===== src/rtl/regfile_wb_arbiter_pkg.sv =====
// regfile_wb_arbiter_pkg: shared constants, the write request type and the
// port-select encoding used by the register file write-port arbiter.
package regfile_wb_arbiter_pkg;

  localparam int REG_ADDR_W = 4;
  localparam int DATA_W     = 32;

  // Register 15 does not exist; writes aimed at it are consumed silently.
  localparam logic [REG_ADDR_W-1:0] PC_REG = 4'hF;

  typedef struct packed {
    logic [REG_ADDR_W-1:0] dest;
    logic [DATA_W-1:0]     data;
  } wb_req_t;

  // Which source owns the register file write port this cycle.
  typedef enum logic [1:0] {
    SEL_NONE   = 2'd0,
    SEL_WB0    = 2'd1,
    SEL_FIFO   = 2'd2,
    SEL_BYPASS = 2'd3
  } wb_sel_e;

  // True when a destination names a real register that may be written.
  function automatic logic is_real_dest(input logic [REG_ADDR_W-1:0] dest);
    return dest != PC_REG;
  endfunction

endpackage


===== src/rtl/regfile_wb_arbiter_wb_req_fifo.sv =====
// wb_req_fifo: small circular queue holding late write-back requests.
// Besides the head it exports a per-entry valid bit and destination so the
// parent can compare decode-stage sources against every queued write.
// DEPTH must be a power of two so the pointers wrap by plain overflow.
module wb_req_fifo
  import regfile_wb_arbiter_pkg::*;
#(
  parameter  int DEPTH = 4,
  localparam int PTR_W = $clog2(DEPTH),
  localparam int CNT_W = PTR_W + 1
) (
  input  logic                             clk,
  input  logic                             rst,
  input  logic                             i_push,
  input  wb_req_t                          i_push_req,
  input  logic                             i_pop,
  output wb_req_t                          o_head,
  output logic [CNT_W-1:0]                 o_count,
  output logic [DEPTH-1:0]                 o_entry_valid,
  output logic [DEPTH-1:0][REG_ADDR_W-1:0] o_entry_dest
);

  wb_req_t          r_mem [DEPTH];
  logic [PTR_W-1:0] r_wr_ptr;
  logic [PTR_W-1:0] r_rd_ptr;
  logic [CNT_W-1:0] r_count;
  logic [DEPTH-1:0] r_valid;

  logic             w_full;
  logic             w_empty;
  logic             w_do_push;
  logic             w_do_pop;
  logic [DEPTH-1:0] w_set_mask;
  logic [DEPTH-1:0] w_clr_mask;

  assign w_full    = (r_count == CNT_W'(DEPTH));
  assign w_empty   = (r_count == '0);
  assign w_do_push = i_push && !w_full;
  assign w_do_pop  = i_pop && !w_empty;

  assign w_set_mask = DEPTH'(w_do_push) << r_wr_ptr;
  assign w_clr_mask = DEPTH'(w_do_pop) << r_rd_ptr;

  // Payload storage; contents of unused slots are don't-care, so no reset.
  always_ff @(posedge clk) begin
    if (w_do_push) begin
      r_mem[r_wr_ptr] <= i_push_req;
    end
  end

  // Pointers, occupancy and per-slot valid bits; reset drops everything queued.
  always_ff @(posedge clk) begin
    if (rst) begin
      r_wr_ptr <= '0;
      r_rd_ptr <= '0;
      r_count  <= '0;
      r_valid  <= '0;
    end else begin
      if (w_do_push) begin
        r_wr_ptr <= r_wr_ptr + PTR_W'(1);
      end
      if (w_do_pop) begin
        r_rd_ptr <= r_rd_ptr + PTR_W'(1);
      end
      case ({w_do_push, w_do_pop})
        2'b10:   r_count <= r_count + CNT_W'(1);
        2'b01:   r_count <= r_count - CNT_W'(1);
        default: r_count <= r_count;
      endcase
      r_valid <= (r_valid | w_set_mask) & ~w_clr_mask;
    end
  end

  // Flatten the stored destinations for the parent's hazard compare.
  always_comb begin
    o_entry_dest = '0;
    for (int i = 0; i < DEPTH; i++) begin
      o_entry_dest[i] = r_mem[i].dest;
    end
  end

  assign o_head        = r_mem[r_rd_ptr];
  assign o_count       = r_count;
  assign o_entry_valid = r_valid;

endmodule


===== src/rtl/regfile_wb_arbiter.sv =====
// regfile_wb_arbiter: shares the register file write port between the
// pipeline write-back stage (requester 0, always wins) and a late-result
// source (requester 1, valid/ready) whose results wait in a small FIFO and
// drain on idle write-back cycles. A starvation counter asks the pipeline
// for a bubble when the FIFO head waits too long, and a pending-destination
// compare flags decode-stage hazards against queued writes.
// Optional feature: define WB_ARB_BYPASS_EN to let requester 1 reach the
// port in the same cycle when the FIFO is empty and requester 0 is idle.
module regfile_wb_arbiter
  import regfile_wb_arbiter_pkg::*;
#(
  parameter int FIFO_DEPTH   = 4,
  parameter int STARVE_LIMIT = 8
) (
  input  logic                      clk,
  input  logic                      rst,
  input  logic                      wb0_en,
  input  logic [REG_ADDR_W-1:0]     wb0_dest,
  input  logic [DATA_W-1:0]         wb0_data,
  input  logic                      wb1_valid,
  input  logic [REG_ADDR_W-1:0]     wb1_dest,
  input  logic [DATA_W-1:0]         wb1_data,
  output logic                      wb1_ready,
  input  logic [REG_ADDR_W-1:0]     src1,
  input  logic [REG_ADDR_W-1:0]     src2,
  output logic                      pend_hazard,
  output logic                      stall_req,
  output logic                      writeBackEn,
  output logic [REG_ADDR_W-1:0]     destWB,
  output logic [DATA_W-1:0]         resultWB,
  output logic [$clog2(FIFO_DEPTH):0] fifo_count
);

  localparam int CNT_W = $clog2(FIFO_DEPTH) + 1;

  wb_sel_e                              w_sel;
  wb_req_t                              w_port_req;
  wb_req_t                              w_head;
  wb_req_t                              w_wb1_req;
  logic [CNT_W-1:0]                     w_count;
  logic [FIFO_DEPTH-1:0]                w_entry_valid;
  logic [FIFO_DEPTH-1:0][REG_ADDR_W-1:0] w_entry_dest;
  logic                                 w_fifo_empty;
  logic                                 w_bypass_cand;
  logic                                 w_push;
  logic                                 w_pop;
  logic                                 w_hazard;

  logic [7:0]                           r_starve_cnt;
  logic                                 r_stall;

  assign w_wb1_req    = '{dest: wb1_dest, data: wb1_data};
  assign w_fifo_empty = (w_count == '0);

`ifdef WB_ARB_BYPASS_EN
  assign w_bypass_cand = wb1_valid;
`else
  assign w_bypass_cand = 1'b0;
`endif

  // Ready reflects occupancy at the start of the cycle; no pass-through when full.
  assign wb1_ready = (w_count < CNT_W'(FIFO_DEPTH));

  // Port ownership: pipeline first, then the queued head, then the optional bypass.
  always_comb begin
    w_sel = SEL_NONE;
    if (rst) begin
      w_sel = SEL_NONE;
    end else if (wb0_en) begin
      w_sel = SEL_WB0;
    end else if (!w_fifo_empty) begin
      w_sel = SEL_FIFO;
    end else if (w_bypass_cand) begin
      w_sel = SEL_BYPASS;
    end
  end

  assign w_pop  = (w_sel == SEL_FIFO);
  assign w_push = wb1_valid && wb1_ready && !rst && (w_sel != SEL_BYPASS);

  // Drive the register file port from whichever source owns it this cycle.
  always_comb begin
    w_port_req = '0;
    case (w_sel)
      SEL_WB0:    w_port_req = '{dest: wb0_dest, data: wb0_data};
      SEL_FIFO:   w_port_req = w_head;
      SEL_BYPASS: w_port_req = w_wb1_req;
      default:    w_port_req = '0;
    endcase
  end

  // Writes to register 15 still consume their slot but never enable the port.
  assign writeBackEn = (w_sel != SEL_NONE) && is_real_dest(w_port_req.dest);
  assign destWB      = w_port_req.dest;
  assign resultWB    = w_port_req.data;

  wb_req_fifo #(
    .DEPTH(FIFO_DEPTH)
  ) u_fifo (
    .clk          (clk),
    .rst          (rst),
    .i_push       (w_push),
    .i_push_req   (w_wb1_req),
    .i_pop        (w_pop),
    .o_head       (w_head),
    .o_count      (w_count),
    .o_entry_valid(w_entry_valid),
    .o_entry_dest (w_entry_dest)
  );

  assign fifo_count = w_count;

  // Conservative hazard: any queued real destination, including the one leaving now.
  always_comb begin
    w_hazard = 1'b0;
    for (int i = 0; i < FIFO_DEPTH; i++) begin
      if (w_entry_valid[i] && is_real_dest(w_entry_dest[i]) &&
          ((w_entry_dest[i] == src1) || (w_entry_dest[i] == src2))) begin
        w_hazard = 1'b1;
      end
    end
  end

  assign pend_hazard = w_hazard && !rst;

  // Count how long the head has waited behind the pipeline; saturates at 255.
  always_ff @(posedge clk) begin
    if (rst) begin
      r_starve_cnt <= '0;
    end else if (w_fifo_empty || w_pop) begin
      r_starve_cnt <= '0;
    end else if (r_starve_cnt != 8'hFF) begin
      r_starve_cnt <= r_starve_cnt + 8'd1;
    end
  end

  // Request a bubble once the head has starved long enough; drop it after the drain.
  always_ff @(posedge clk) begin
    if (rst) begin
      r_stall <= 1'b0;
    end else if (w_pop || w_fifo_empty) begin
      r_stall <= 1'b0;
    end else if (r_starve_cnt >= 8'(STARVE_LIMIT)) begin
      r_stall <= 1'b1;
    end
  end

  assign stall_req = r_stall;

endmodule


===== config.mk =====
export PLATFORM = sky130hd
export DESIGN_NAME = regfile_wb_arbiter
export DESIGN_NICKNAME = d
export VERILOG_FILES = /design/src/rtl/regfile_wb_arbiter_pkg.sv /design/src/rtl/regfile_wb_arbiter_wb_req_fifo.sv /design/src/rtl/regfile_wb_arbiter.sv
export SDC_FILE = /design/constraint.sdc
export NUM_CORES = 1
export LEC_CHECK = 0
export CAP_MARGIN = 15
export CELL_PAD_IN_SITES_DETAIL_PLACEMENT = 2
export CELL_PAD_IN_SITES_GLOBAL_PLACEMENT = 2
export CORE_UTILIZATION = 34
export CTS_CLUSTER_SIZE = 28
export DETAILED_ROUTE_END_ITERATION = 10
export PLACE_DENSITY_LB_ADDON = 0.1
export SETUP_SLACK_MARGIN = 0.1
export SLEW_MARGIN = 20
export SYNTH_ARGS = -nofsm -noshare
export SYNTH_HDL_FRONTEND = slang
export SYNTH_HIERARCHICAL = 1
export SYNTH_SLANG_ARGS = --single-unit

===== constraint.sdc =====
create_clock -name clk -period 2.3 [get_ports clk]
set_input_delay 0.46 -clock clk [delete_from_list [all_inputs] [get_ports clk]]
set_output_delay 0.46 -clock clk [all_outputs]
set_load 0.005 [all_outputs]

==> flow_summary.ini, run 1 <==
[run_status]
outcome = complete, but fails checks
failed_checks = setup timing

[detailed_routing]
drt_iter0_drc = 196
vias = 4618
routed_wl_um = 20060
ant_nets = 0
top_layer_used = met4
drt_pass1_iterations = 4
drc = 0
wl_met3_um = 691
met2_length_um = 10060
avgViaCountPerCell = 5.103
wl_met1_um = 9083
avgRoutedWirePerCell_um = 22.16

[sta]
slew_headroom = 0.7261
rsz0062_at_grt = yes
fin_skew_ps = 9.391
hold_viol = 0
fmax_mhz = 381.6
period_needed_ps = 2621
fin_ws_ps = -320.8
holdWs_ps = 508.3
setup_viol = 38
tightest_slew_ps = 410.9
finalMaxSlewViolations = 0
min_period_over_period = 1.139

[layout]
drive_gt1_frac = 0.3512
regArea_mm2 = 0.004778
post-route-util = 0.4973
fin_nets = 716
area_growth_pct = 41.58
fillers = 1908
diodes = 0
multi_input_area_mm2 = 0.002260
final_cells = 905

[clock_network]
cts_root_buffer = clkbuf_16
clock_latency_ps = 430
clk_pin_slew_ps = 70
tritoncts = done
numCtsBuffers = 17
numClockSinks = 166
htreeDepth = 4
cts_hold_buf = 0
cts.path.max_buffers = 2

[setup_path]
worst_path_largest_cell_delay_ps = 510
critical_path_class = reg -> out
crit_chain = buf_12 > buf_8 > mux4_2 > a22o_1 > buf_4 > a41oi_2 > buf_2
critical_path_buf_inv_count = 4
end_kind = primary output
crit_path_top_delay_cell = mux4_2
start_kind = register
crit_family = multiplexers
arrival_ps = 2160
worstPathRequired_ps = 1840
cp_max_fo = 4

[logic_synthesis]
syn_area_mm2 = 0.007198
ys_ff_latch = 166
ys_seq_area_frac = 0.6619
postSynthCellCount = 423
yosys_warnings = 6
post_synth.cell_area_avg_um2 = 17.02
syn-num-nets = 517
ys_types = 42

[floorplanning]
rows = 52
ioPinCount = 127
die_h_um = 147.5
dieArea_mm2 = 0.02176
coreArea_mm2 = 0.02049
start_util = 0.3512
die_width_um = 147.5

[pwr]
irDropWorstVdd_mv = 0.5698
powerDensity_mw_per_mm2 = 664.5
power.leakage_nw = 3.616

[placement]
io_buffers = 126
place_hpwl_um = 12830
place.gp.congestion = 0.8687
placed_cells = 829
dp_slack_ps = -703.6

[grt]
grt_overflow = 0
grt_pass1_wl_um = 30820
grt_max_degree = 23
antenna_found_initial = 0
grt_pass1_vias = 5108
grtUsageTotal = 0.1938

[run]
maxCapViolCount = 0

[hold_path]
hp-class = reg -> reg
flip-flops by register name, indices dropped and copies added (netlist names), named ones only:
| signal | flops |
|---|---|
| u_fifo/r_wr_ptr | 2 |
| u_fifo/r_mem | 144 |
| u_fifo/o_count | 3 |
| stall_req | 1 |
| u_fifo/r_rd_ptr | 2 |
| u_fifo/o_entry_valid | 4 |
| r_starve_cnt | 8 |
report_power, final:
part | leakage (nW) | switching [W] | internal [W]
Combinational | 1.84 | 0.000268 | 0.000356
Clock | 0.286 | 0.00133 | 0.00146
Sequential | 1.49 | 0.0000288 | 0.00333
Total | 3.62 | 0.00163 | 0.00515
synthesized netlist by cell type (all sizes together):
cell / instances / share of area
o311ai: 1 / 0.0012
mux2: 1 / 0.0021
nor2b: 3 / 0.0026
edfxtp: 144 / 0.60
buf: 31 / 0.030
ha: 9 / 0.016
clkbuf: 4 / 0.0021
or3: 1 / 0.00087
mux2i: 1 / 0.0014
and4: 1 / 0.0012
and3: 6 / 0.0059
or3b: 1 / 0.0012
mux4: 36 / 0.11
and4b: 1 / 0.0014
nand4: 5 / 0.0043
a21oi: 6 / 0.0042
o31a: 1 / 0.0014
o2111ai: 1 / 0.0012
nor3b: 1 / 0.0010
nand2: 4 / 0.0021
a41oi: 6 / 0.0083
nor3: 7 / 0.0063
a22o: 36 / 0.044
nor2: 19 / 0.0099
nor4: 9 / 0.0078
o211ai: 4 / 0.0042
and2: 1 / 0.0012
o21ai: 4 / 0.0028
xor2: 37 / 0.045
nand3: 2 / 0.0014
dfxtp: 22 / 0.061
nand2b: 3 / 0.0026
fa: 1 / 0.0028
inv: 10 / 0.0052
a211oi: 2 / 0.0021
xnor2: 2 / 0.0024
placed cells by master (no fill, tap or decap), drive strengths merged, types with 19 or more instances in the layout:
master,synthesis,layout
inv,10,20
clkbuf,4,20
dfxtp,22,22
a22o,36,36
mux4,36,36
xor2,37,37
clkdlybuf4s50,0,78
nor2,19,19
edfxtp,144,144
buf,31,124
per-layer routing:
layer | up-vias | global-route usage
li1 | 2088 | -
met1 | 2411 | 0.2550
met2 | 103 | 0.3226
met3 | 16 | 0.04074
met4 | 0 | 0.05670
met5 | - | 0
worst paths after layout:
| check | startpoint | end | slack [ps] | cells after the start |
|---|---|---|---|---|
| setup / recovery | register | writeBackEn | -320 | 7 |
| hold / removal | r_starve_cnt[1]$_SDFFE_PP0P_ | r_starve_cnt[1]$_SDFFE_PP0P_ | 510 | 2 |
| setup reg to reg | u_fifo/o_count[0]$_SDFFE_PP0P_ | u_fifo/o_count[2]$_SDFFE_PP0P_ | 110 | 9 |
| hold reg to reg | r_starve_cnt[1]$_SDFFE_PP0P_ | r_starve_cnt[1]$_SDFFE_PP0P_ | 510 | 2 |
layout make-up:
type / count / share of cell area
Clock buffer: 18 / 0.04211
Clock inverter: 14 / 0.01473
Inverter: 10 / 0.003683
Multi-Input combinational cell: 212 / 0.2217
Sequential cell: 166 / 0.4689
Tap cell: 270 / 0.03315
Timing Repair Buffer: 215 / 0.2157
kinds of logic (layout without fill, tap and decap cells):
kind of cell	Yosys count	count (layout)	share of synthesized area
DFF	166	166	0.6619
adders and majority gates	10	10	0.01843
buffers and inverters	45	257	0.03702
and+or+nand+nor	64	64	0.04989
AOI/OAI and AO/OA	61	61	0.06918
muxes	38	38	0.1161
xor gates and xnor gates	39	39	0.04745
worst reg2reg max path: cells and delay by family, from the launching register on:
kind | cells | cell delay [ps]
simple gates | 3 | 890
fa+ha+maj | 2 | 470
flops | 1 | 360
xor+xnor | 1 | 160
compound gates | 1 | 140
buf+inv | 2 | 100
what timing repair did:
action / in CTS / in global routing
buffers inserted: 32 / 11
pin swaps: 42 / 15
resized for setup: 188 / 19
endpoints found under the setup margin: 40 / 39
cloned: 5 / 0
per-stage QoR:
stage	setup TNS, ps	power [W]	cell area [um^2]
floorplan	0	0.003643	7239
global placement	-30680	0.004012	9151
detailed placement	-33270	0.004036	9151
CTS	-6384	0.006845	10110
global route	-8644	0.007004	10190
finish	-5981	0.006772	10190
(Power assumes the default switching activity.)
==> run 2: changes to the inputs <==
--- a/config.mk
+++ b/config.mk
@@ -5,6 +5,7 @@
 export SDC_FILE = /design/constraint.sdc
 export NUM_CORES = 1
 export LEC_CHECK = 0
+export ABC_CLOCK_PERIOD_IN_PS = 2300
 export CAP_MARGIN = 15
 export CELL_PAD_IN_SITES_DETAIL_PLACEMENT = 2
 export CELL_PAD_IN_SITES_GLOBAL_PLACEMENT = 2
@@ -13,8 +14,8 @@
 export DETAILED_ROUTE_END_ITERATION = 10
 export PLACE_DENSITY_LB_ADDON = 0.1
 export SETUP_SLACK_MARGIN = 0.1
-export SLEW_MARGIN = 20
 export SYNTH_ARGS = -nofsm -noshare
 export SYNTH_HDL_FRONTEND = slang
 export SYNTH_HIERARCHICAL = 1
 export SYNTH_SLANG_ARGS = --single-unit
+export TNS_END_PERCENT = 1
==> flow_summary.ini, run 2 (synthesized netlist as in run 1, its figures left out) <==
[layout]
final_cells = 886
layout_commonest_cell = edfxtp_1
drive_gt1_frac = 0.3133
largest-register = u_fifo/r_mem
fin_nets = 697
post-route-util = 0.4881
largest_reg_flops = 144
diodes = 0
area_growth_pct = 38.97
final_cell_mix = edfxtp_1, clkdlybuf4s50_1, xor2_1

[setup_path]
worstPathRequired_ps = 1840
r2r_start = u_fifo/o_count[0]$_SDFFE_PP0P_
critical_path_class = reg -> out
cp_max_fo = 4
start_kind = register
end_kind = primary output
r2r_slack_ps = 80
arrival_ps = 2150

[clock_network]
numCtsBuffers = 17
htreeDepth = 4
cts_root_buffer = clkbuf_16
cts.path.max_buffers = 2
numClockSinks = 166
tritoncts = done
clock_latency_ps = 430
cts_hold_buf = 0
clk_pin_slew_ps = 70

[floorplanning]
die_width_um = 147.5
ioPinCount = 127
dieArea_mm2 = 0.02176
die_h_um = 147.5
rows = 52
start_util = 0.3512
coreArea_mm2 = 0.02049

[pwr]
power.leakage_nw = 3.484
p_total_w = 0.006754
powerDensity_mw_per_mm2 = 675.1
irDropWorstVdd_mv = 0.5752

[sta]
rsz0062_at_grt = yes
tightest_slew_ps = 411.1
finalMaxSlewViolations = 0
slew_headroom = 0.7260
fin_ws_ps = -307.4
fin_skew_ps = 7.911
fmax_mhz = 383.5
holdWs_ps = 508.4
hold_viol = 0
min_period_over_period = 1.134
period_needed_ps = 2607
setup_viol = 38

[run]
maxCapViolCount = 0

[detailed_routing]
routed_wl_um = 19770
vias = 4512
avgRoutedWirePerCell_um = 22.32
drc = 0
avgViaCountPerCell = 5.093
drt_iter0_drc = 218
ant_nets = 0
drt_pass1_iterations = 4

[placement]
place_hpwl_um = 12830
dp_slack_ps = -703.6
io_buffers = 126
place.gp.congestion = 0.8687
placed_cells = 829

[grt]
grtUsageTotal = 0.1936
antenna_found_initial = 0
grt_pass1_wl_um = 30630
grt_pass1_vias = 5076
grt_overflow = 0
grt_max_degree = 23

[hold_path]
min_from = r_starve_cnt[1]$_SDFFE_PP0P_
hp-class = reg -> reg

[run_status]
outcome = complete, but fails checks
failed_checks = setup timing
==> run 2: changes by cell type in the layout (fill, tap and decap cells not counted), sizes merged <==
| cell | change |
|---|---|
| buf | -43 |
| clkbuf | +17 |
| clkdlybuf4s50 | +1 |
| clkdlybuf4s15 | +5 |
| dlygate4sd2 | +2 |
| dlymetal6s2s | -1 |
==> run 2: timing repair <==
action,CTS,global route
setup buffers,19,1
cloned,5,0
pin swaps,38,8
setup endpoints to repair,40,39
resized for setup,127,22
==> run 2: final timing paths <==
| path | depth (start not counted) | to |
|---|---|---|
| setup reg to reg | 9 | u_fifo/o_count[2]$_SDFFE_PP0P_ |
| hold / removal | 2 | r_starve_cnt[1]$_SDFFE_PP0P_ |
| hold reg to reg | 2 | r_starve_cnt[1]$_SDFFE_PP0P_ |
| setup / recovery | 7 | writeBackEn |
==> run 2: routing by layer <==
| metal | GRT usage | vias to the layer above | routed length, um |
|---|---|---|---|
| li1 | - | 2051 | - |
| met2 | 0.3269 | 108 | 9957 |
| met1 | 0.2498 | 2334 | 8822 |
| met4 | 0.05979 | 0 | 254 |
| met5 | 0 | - | 0 |
| met3 | 0.04074 | 19 | 740 |
==> run 2: cell type report <==
class | instances | area, um^2
clock buffers | 18 | 429.2
clock inverters | 14 | 150.1
fillers | 1908 | 10490
inverters | 10 | 37.54
multi-input cells | 212 | 2238
flip-flops and latches | 166 | 4778
well taps | 270 | 337.8
repair buffers | 196 | 2032
==> run 2: per-stage QoR <==
| stage | instance area (um^2) | TNS, ps |
|---|---|---|
| after floorplan | 7239 | 0 |
| after global placement | 9151 | -30680 |
| after detailed placement | 9151 | -33270 |
| after CTS | 10060 | -7206 |
| after global routing | 10000 | -7601 |
| final | 10000 | -4796 |
==> run 2: report_power, final <==
part	internal (W)	total, W	switching (W)	leakage, nW
Clock	0.00146	0.00278	0.00132	0.286
Combinational	0.000348	0.000609	0.000262	1.71
Sequential	0.00333	0.00336	0.0000296	1.49
Total	0.00514	0.00675	0.00162	3.48
==> run 2: worst max-delay path: stages (launching register included) <==
cell,delay (ps)
dfxtp_4,380
buf_12,120
buf_8,110
mux4_2,520
a22o_1,220
buf_4,130
a41oi_2,110
buf_2,130
==> run 3: changes to the inputs <==
--- a/config.mk
+++ b/config.mk
@@ -10,7 +10,6 @@
 export CELL_PAD_IN_SITES_DETAIL_PLACEMENT = 2
 export CELL_PAD_IN_SITES_GLOBAL_PLACEMENT = 2
 export CORE_UTILIZATION = 34
-export CTS_CLUSTER_SIZE = 28
 export DETAILED_ROUTE_END_ITERATION = 10
 export PLACE_DENSITY_LB_ADDON = 0.1
 export SETUP_SLACK_MARGIN = 0.1
==> results of run 3 <==
Final layout, timing and power as in run 2 (identical DEF).
